## src/rtl/instr_pkg.sv

```systemverilog
// instr_pkg: shared instruction classes, opcode prefixes and error codes
package instr_pkg;
  typedef enum logic [2:0] {
    CL_ALU  = 3'd0,
    CL_CMP  = 3'd1,
    CL_BR   = 3'd2,
    CL_LDR  = 3'd3,
    CL_LDC  = 3'd4,
    CL_ST   = 3'd5,
    CL_MOV  = 3'd6,
    CL_HALT = 3'd7
  } instr_class_t;
  localparam logic [2:0] OP_BR      = 3'b100;
  localparam logic [2:0] OP_ST      = 3'b101;
  localparam logic [2:0] OP_LD      = 3'b110;
  localparam logic [2:0] OP_MOV     = 3'b111;
  localparam logic [3:0] CMP_PREFIX = 4'b0110;
  localparam logic [8:0] HALT_WORD  = 9'b011111111;
  localparam logic [2:0] ALUOP_CMP  = 3'b110;
  typedef enum logic [1:0] {
    ERR_NONE     = 2'd0,
    ERR_FIELD    = 2'd1,
    ERR_COLLIDE  = 2'd2,
    ERR_OVERFLOW = 2'd3
  } err_code_t;
endpackage

```

## src/rtl/instr_encode.sv

```systemverilog
// instr_encode: combinational descriptor-to-word encoder with legality checks
module instr_encode
  import instr_pkg::*;
(
  input  instr_class_t i_class,
  input  logic [2:0]   i_aluop,
  input  logic [2:0]   i_ra,
  input  logic [2:0]   i_rb,
  input  logic [5:0]   i_imm,
  output logic [8:0]   o_word,
  output err_code_t    o_err
);
  // Pack the fields for the class; flag anything the decoder would misread
  always_comb begin
    o_word = '0;
    o_err  = ERR_NONE;
    case (i_class)
      CL_ALU: begin
        o_word = {1'b0, i_aluop, i_ra[1:0], i_rb};
        if (i_ra[2] || i_aluop == ALUOP_CMP) o_err = ERR_FIELD;
        else if (i_aluop == 3'b111 && i_ra == 3'd3 && i_rb == 3'd7) o_err = ERR_COLLIDE;
      end
      CL_CMP: begin
        o_word = {CMP_PREFIX, i_ra[1:0], i_rb};
        o_err  = i_ra[2] ? ERR_FIELD : ERR_NONE;
      end
      CL_BR:  o_word = {OP_BR, i_imm};
      CL_LDR: o_word = {OP_LD, i_rb, 3'b000};
      CL_LDC: begin
        o_word = {OP_LD, i_imm[4:0], 1'b1};
        o_err  = i_imm[5] ? ERR_FIELD : ERR_NONE;
      end
      CL_ST:  o_word = {OP_ST, i_rb, 3'b000};
      CL_MOV: o_word = {OP_MOV, i_ra, i_rb};
      default: o_word = HALT_WORD;
    endcase
  end
endmodule

```

## src/rtl/instr_encoder_loader.sv

```systemverilog
// instr_encoder_loader: encodes descriptors and streams them into instruction memory
module instr_encoder_loader
  import instr_pkg::*;
#(
  parameter int IM_DEPTH  = 256,
  parameter int BASE_ADDR = 0,
  localparam int AW = $clog2(IM_DEPTH)
) (
  input  logic          Clk,
  input  logic          Reset_n,
  input  logic          Clear,
  input  logic          InValid,
  output logic          InReady,
  input  logic [2:0]    InClass,
  input  logic [2:0]    InAluop,
  input  logic [2:0]    InRa,
  input  logic [2:0]    InRb,
  input  logic [5:0]    InImm,
  output logic          ImWen,
  output logic [AW-1:0] ImAddr,
  output logic [8:0]    ImData,
  output logic [7:0]    Count,
  output logic          Loaded,
  output logic          Err,
  output logic [1:0]    ErrCode
);
  typedef enum logic [1:0] {IDLE, LOAD, FINISH, ERR} state_t;
  state_t       r_state, w_next;
  logic         r_wen, r_loaded, r_err;
  logic [AW-1:0] r_addr, r_ptr;
  logic [8:0]   r_data;
  logic [7:0]   r_count;
  err_code_t    r_code;
  logic [8:0]   w_word;
  err_code_t    w_enc_err, w_err;
  logic         w_acc, w_halt, w_ovf, w_write;

  instr_encode u_enc (
    .i_class (instr_class_t'(InClass)),
    .i_aluop (InAluop),
    .i_ra    (InRa),
    .i_rb    (InRb),
    .i_imm   (InImm),
    .o_word  (w_word),
    .o_err   (w_enc_err)
  );

  assign InReady = r_state == LOAD;
  assign w_acc   = InValid && InReady && !Clear;
  assign w_halt  = InClass == CL_HALT;
  assign w_ovf   = r_ptr == AW'(IM_DEPTH - 1) && !w_halt;
  assign w_write = w_acc && w_enc_err == ERR_NONE;
  assign w_err   = !w_acc ? ERR_NONE : w_enc_err != ERR_NONE ? w_enc_err : w_ovf ? ERR_OVERFLOW : ERR_NONE;

  // Next state: Clear restarts, errors and HALT park the loader until Clear
  always_comb begin
    w_next = r_state;
    if (Clear) w_next = IDLE;
    else if (r_state == IDLE) w_next = LOAD;
    else if (r_state == LOAD && w_acc)
      w_next = w_err != ERR_NONE ? ERR : w_halt ? FINISH : LOAD;
  end

  // State register
  always_ff @(posedge Clk or negedge Reset_n) begin
    if (!Reset_n) r_state <= IDLE;
    else r_state <= w_next;
  end

  // Write port, address pointer, counters and sticky flags
  always_ff @(posedge Clk or negedge Reset_n) begin
    if (!Reset_n) begin
      r_wen    <= 1'b0;
      r_addr   <= AW'(BASE_ADDR);
      r_ptr    <= AW'(BASE_ADDR);
      r_data   <= '0;
      r_count  <= '0;
      r_loaded <= 1'b0;
      r_err    <= 1'b0;
      r_code   <= ERR_NONE;
    end else if (Clear) begin
      r_wen    <= 1'b0;
      r_addr   <= AW'(BASE_ADDR);
      r_ptr    <= AW'(BASE_ADDR);
      r_count  <= '0;
      r_loaded <= 1'b0;
      r_err    <= 1'b0;
      r_code   <= ERR_NONE;
    end else begin
      r_wen <= w_write;
      if (w_write) begin
        r_addr  <= r_ptr;
        r_data  <= w_word;
        r_ptr   <= r_ptr + AW'(1);
        r_count <= r_count == 8'hFF ? r_count : r_count + 8'd1;
        if (w_halt) r_loaded <= 1'b1;
      end
      if (w_err != ERR_NONE && !r_err) begin
        r_err  <= 1'b1;
        r_code <= w_err;
      end
    end
  end

  assign ImWen   = r_wen;
  assign ImAddr  = r_addr;
  assign ImData  = r_data;
  assign Count   = r_count;
  assign Loaded  = r_loaded;
  assign Err     = r_err;
  assign ErrCode = r_code;
endmodule

```

## config.mk

```make
export PLATFORM = sky130hd
export DESIGN_NAME = instr_encoder_loader
export DESIGN_NICKNAME = d
export VERILOG_FILES = /design/src/rtl/instr_pkg.sv /design/src/rtl/instr_encode.sv /design/src/rtl/instr_encoder_loader.sv
export SDC_FILE = /design/constraint.sdc
export NUM_CORES = 1
export LEC_CHECK = 0
export BUFFER_PORTS_ARGS = -buffer_cell sky130_fd_sc_hd__clkbuf_2
export CAP_MARGIN = 20
export CORE_MARGIN = 4
export CORE_UTILIZATION = 48
export CTS_CLUSTER_SIZE = 10
export DETAILED_ROUTE_END_ITERATION = 8
export PLACE_DENSITY = 0.72
export SETUP_SLACK_MARGIN = 0.3
export SLEW_MARGIN = 40
export SYNTH_ARGS = -nofsm -noshare
export SYNTH_HDL_FRONTEND = slang
export SYNTH_HIERARCHICAL = 1
export SYNTH_SLANG_ARGS = --single-unit
```

## constraint.sdc

```tcl
create_clock -name Clk -period 3.5 [get_ports Clk]
set_input_delay 0.525 -clock Clk [delete_from_list [all_inputs] [get_ports Clk]]
set_output_delay 0.525 -clock Clk [all_outputs]
set_load 0.01 [all_outputs]
```

==> results list <==
- Run status: complete, no violations
- CTS saw 40 sinks.
- Switching power total: 287 µW
- Count of flip-flops with a built-in enable after synthesis: 0
- Flop pwr share: 51.4%
- Worst Setup Path Type: in2reg
- Total of max-cap violations: 0
- Data required time at the worst endpoint: 3.68 ns
* Maximum clock path buffer count: 2
- On the critical path the largest part of the delay comes from buffers and inverters.
- In this design, the critical path's most frequently occurring cell is buf_4.
* Share of total power in combinational logic: 17.8%
- # fillers: 419
* Clk Latency, worst-skew pair: around 0.30 ns
- Cell area power density: 376 nW/µm²
* Post-detailed-routing wire length: 5.08 mm
- Using the TritonRoute via totals, the vias-per-cell ratio works out to 5.75.
- Num CTS Buffers: 5
- Vias in the first global route: approximately 1.9k
- Relative to the synthesized area, the layout overhead comes to 16.5%.
* Distinct cell type count of the synthesized netlist: 50
* F_max: around 410 MHz
- Wire length of the first global-routing pass: 9.18 mm
- Once routing completed, OpenROAD measured the worst setup slack at around 1.0 ns.
- The completed layout was analyzed and its total power is roughly 1 mW.
* Placer's final routability congestion estimate: between 0.8 and 0.9
* FF/Latch Area: 1000 µm²
- Total GRT Usage: 18.6%
- Area post-placement: 2580 µm²
- The final hold violation count was 0.
- Worst path buffer plus inverter count: 4
* Cts-stage hold buffer count: 0
- The first detailed-routing pass took 4 iterations.
* Clock tree from TritonCTS: done
- Initial Utilization: 51.2%
- Antenna cells: 0
- For this run the aggregate overflow at the end of global routing stands at 0.
- Summed over all cells, the static leakage comes to 1.23 nW.
- Walking the worst path, the cells encountered are clkbuf_2 > inv_2 > a21oi_1 > nor3_1 > buf_4 > nor2_1 > and2_1 > buf_4 > mux2_1.
- Fin area: roughly 2700 µm²
- Detailed placement finished with a half-perimeter wire length of roughly 3.6 mm.
- During I/O placement, the number of pins put on the boundary was 53.
* Area of the mapped netlist: 2290 µm²
- The final critical path takes up 70.4% of the cycle.
- In this run the horizontal extent of the chip is 77.1 µm.
- Clk root buf: clkbuf_8
* Core Region: 4470 µm²
- Total Negative Setup Slacks: 0 ns
* Syn_nets: roughly 260
* Max FO, Critical Path: 24
* Share of final-layout standard cells stronger than drive strength 1: 23.4%
- Dominant register cell in the synthesized netlist: dfrtp_1
- Register bit count reported by yosys: 40
* Count of port buffers added during placement: 52
- Final setup vio count: 0
- CP max stage cell: mux2_1
- Internal power: approximately 700 µW
- Portion of total power attributed to the clock network: 30.8%
- Slew at the pin with the worst max-slew slack: ~0.68 ns
* Arrival time at the worst endpoint: 2.64 ns
- Classification of the worst-slack hold path: in2async
- The Yosys step of the flow raised 6 warnings.
* Routed wire length per instance: around 15 µm
- In this design, the stage delay of the slowest critical-path cell is 0.35 ns.
- Core Rows: 24
* Fraction of registers with async set or reset after synthesis: 100%
- Cells after DPL: 334
- RSZ-0062 raised after global routing: false
- Die area: 5940 µm²
- After clock tree synthesis, the clock-pin slew on the worst setup and hold paths is approximately 0.080 ns.
- The max-slew violation count came to 0.
* Depth of the CTS H-tree: 2
- Die boundary height: 77.1 µm
* Share of synthesized area occupied by flip-flops and latches: 43.7%
- After detailed routing, the number of remaining DRC violations is 0.
- The worst pin sits at a relative slew slack of 54.3%.
- The top cell types in the final layout, fill and taps aside, are clkbuf_2 (51), dfrtp_1 (40), nor2_1 (20), o21ai_1 (16), nand2_1 (14).
- Endpoint kind of the worst setup timing path: flop
* Peak ir drop on the vdd network: ~0.28 mV
- Layout net count: 313
* Average instance area after synthesis: ~9.6 µm²
- OpenSTA, run right after detailed placement, puts the worst setup slack at 0.713 ns.
- Post-CTS repair timing setup buffer count: 0
* Initial DRC Count: 111
- Post-route minimum period: approximately 2.5 ns
* Largest net degree at the start of global routing: slightly above 40
* Number of non-filler instances in the completed layout: 342
- Post-synthesis instance total: 239
- For this block, the via count after detailed routing is between 1.5k and 2k.
* Net switching fraction of the power: 28.7%
- Antenna Nets Post-Route: 0
* Area occupied by multi-input gates: about 1200 µm²
- Post-CTS repair changed the size of 0 cells.
- Commonest non-fill, non-tap cell in the layout: clkbuf_2
- Number of antenna violations at the first check in global routing: 0
* Worst Clk Skew: 0.00746 ns
* Startpoint Class: input port
## cells by family (layout without fill, tap and decap cells)
family	count (synthesis)	in the layout	synth area share (%)
buffers and inverters	18	69	3.99
AOI/OAI and AO/OA	52	52	14.5
muxes	16	16	7.48
DFF	40	40	43.7
xor gates and xnor gates	7	7	2.68
and+or+nand+nor	104	104	26.5
adders and majority gates	2	2	1.09
## flip-flops by register name (all words and copies together) (netlist names)
register / cells
ImAddr: 8
ImWen: 1
r_ptr: 8
Count: 8
ErrCode: 2
Err: 1
Loaded: 1
ImData: 9
r_state: 2
## final cells by class
type | count | area share, %
Sequential cell | 40 | 37.5
Multi-Input combinational cell | 181 | 44.9
Inverter | 5 | 0.703
Tap cell | 52 | 2.44
Clock inverter | 3 | 0.891
Timing Repair Buffer | 56 | 11.0
Clock buffer | 5 | 2.58
## power groups by stage
| stage | registers (mW) | clock network, mW | logic, mW |
|---|---|---|---|
| final | 0.515 | 0.308 | 0.179 |
| after CTS | 0.516 | 0.320 | 0.181 |
| after global placement | 0.525 | 0 | 0.178 |
| after floorplan | 0.540 | 0 | 0.0885 |
| after global routing | 0.522 | 0.347 | 0.200 |
| after detailed placement | 0.526 | 0 | 0.181 |
## synth_stat cells, types with 3 or more instances
| library cell | number | area (µm²) |
|---|---|---|
| nor4bb_1 | 3 | 30.0 |
| nand2b_1 | 11 | 68.8 |
| a21oi_1 | 12 | 60.1 |
| and2_1 | 4 | 25.0 |
| nand2_1 | 14 | 52.6 |
| mux2_1 | 9 | 101 |
| mux2i_1 | 7 | 70.1 |
| nand4_1 | 9 | 56.3 |
| and3_1 | 7 | 43.8 |
| nand3_1 | 7 | 35.0 |
| xor2_1 | 6 | 52.6 |
| inv_1 | 3 | 11.3 |
| o31ai_1 | 4 | 30.0 |
| nor2b_1 | 7 | 43.8 |
| nor3_1 | 3 | 15.0 |
| a211oi_1 | 5 | 37.5 |
| o21ai_1 | 16 | 80.1 |
| buf_2 | 10 | 50.1 |
| or3_1 | 3 | 18.8 |
| a311oi_1 | 3 | 26.3 |
| nor2_1 | 20 | 75.1 |
| dfrtp_1 | 40 | 1000 |
## layer usage
layer	global-route usage, %	up-vias	share of wire [%]
met5	0	-	0
met4	4.27	0	0.96
met3	3.98	7	4.3
met2	29.4	52	47
met1	26.2	927	48
li1	-	981	-
## metrics by stage
stage | util [%] | hold WS, ns
finish | 59.6 | 0.235
global route | 59.6 | 0.268
CTS | 59.6 | 0.256
detailed placement | 57.6 | 0.477
global placement | 57.5 | 0.468
floorplan | - | 0.229
## worst reg2reg max path, delay by kind of cell (launching register included)
family | cells | cell delay (ns)
AOI/OAI and AO/OA | 1 | 0.15
DFF | 1 | 0.42
and+or+nand+nor | 3 | 1.26
## worst paths after layout
| path | start | endpoint | slack, ns | cells after the start |
|---|---|---|---|---|
| max | InClass[2] | ImData[0]$_DFFE_PN0P_ | 1.04 | 9 |
| min | Reset_n | ImData[5]$_DFFE_PN0P_ | 0.23 | 1 |
| max reg2reg | r_state[1]$_DFFE_PN0P_ | r_ptr[7]$_DFFE_PN0P_ | 1.60 | 4 |
| min reg2reg | ImData[2]$_DFFE_PN0P_ | ImData[2]$_DFFE_PN0P_ | 0.49 | 1 |
| max in group asynchronous | Reset_n | r_ptr[3]$_DFFE_PN0P_ | 2.90 | 1 |
| min in group Clk | ImData[2]$_DFFE_PN0P_ | ImData[2]$_DFFE_PN0P_ | 0.49 | 1 |
No activity file was read; power rests on OpenSTA's default activity.
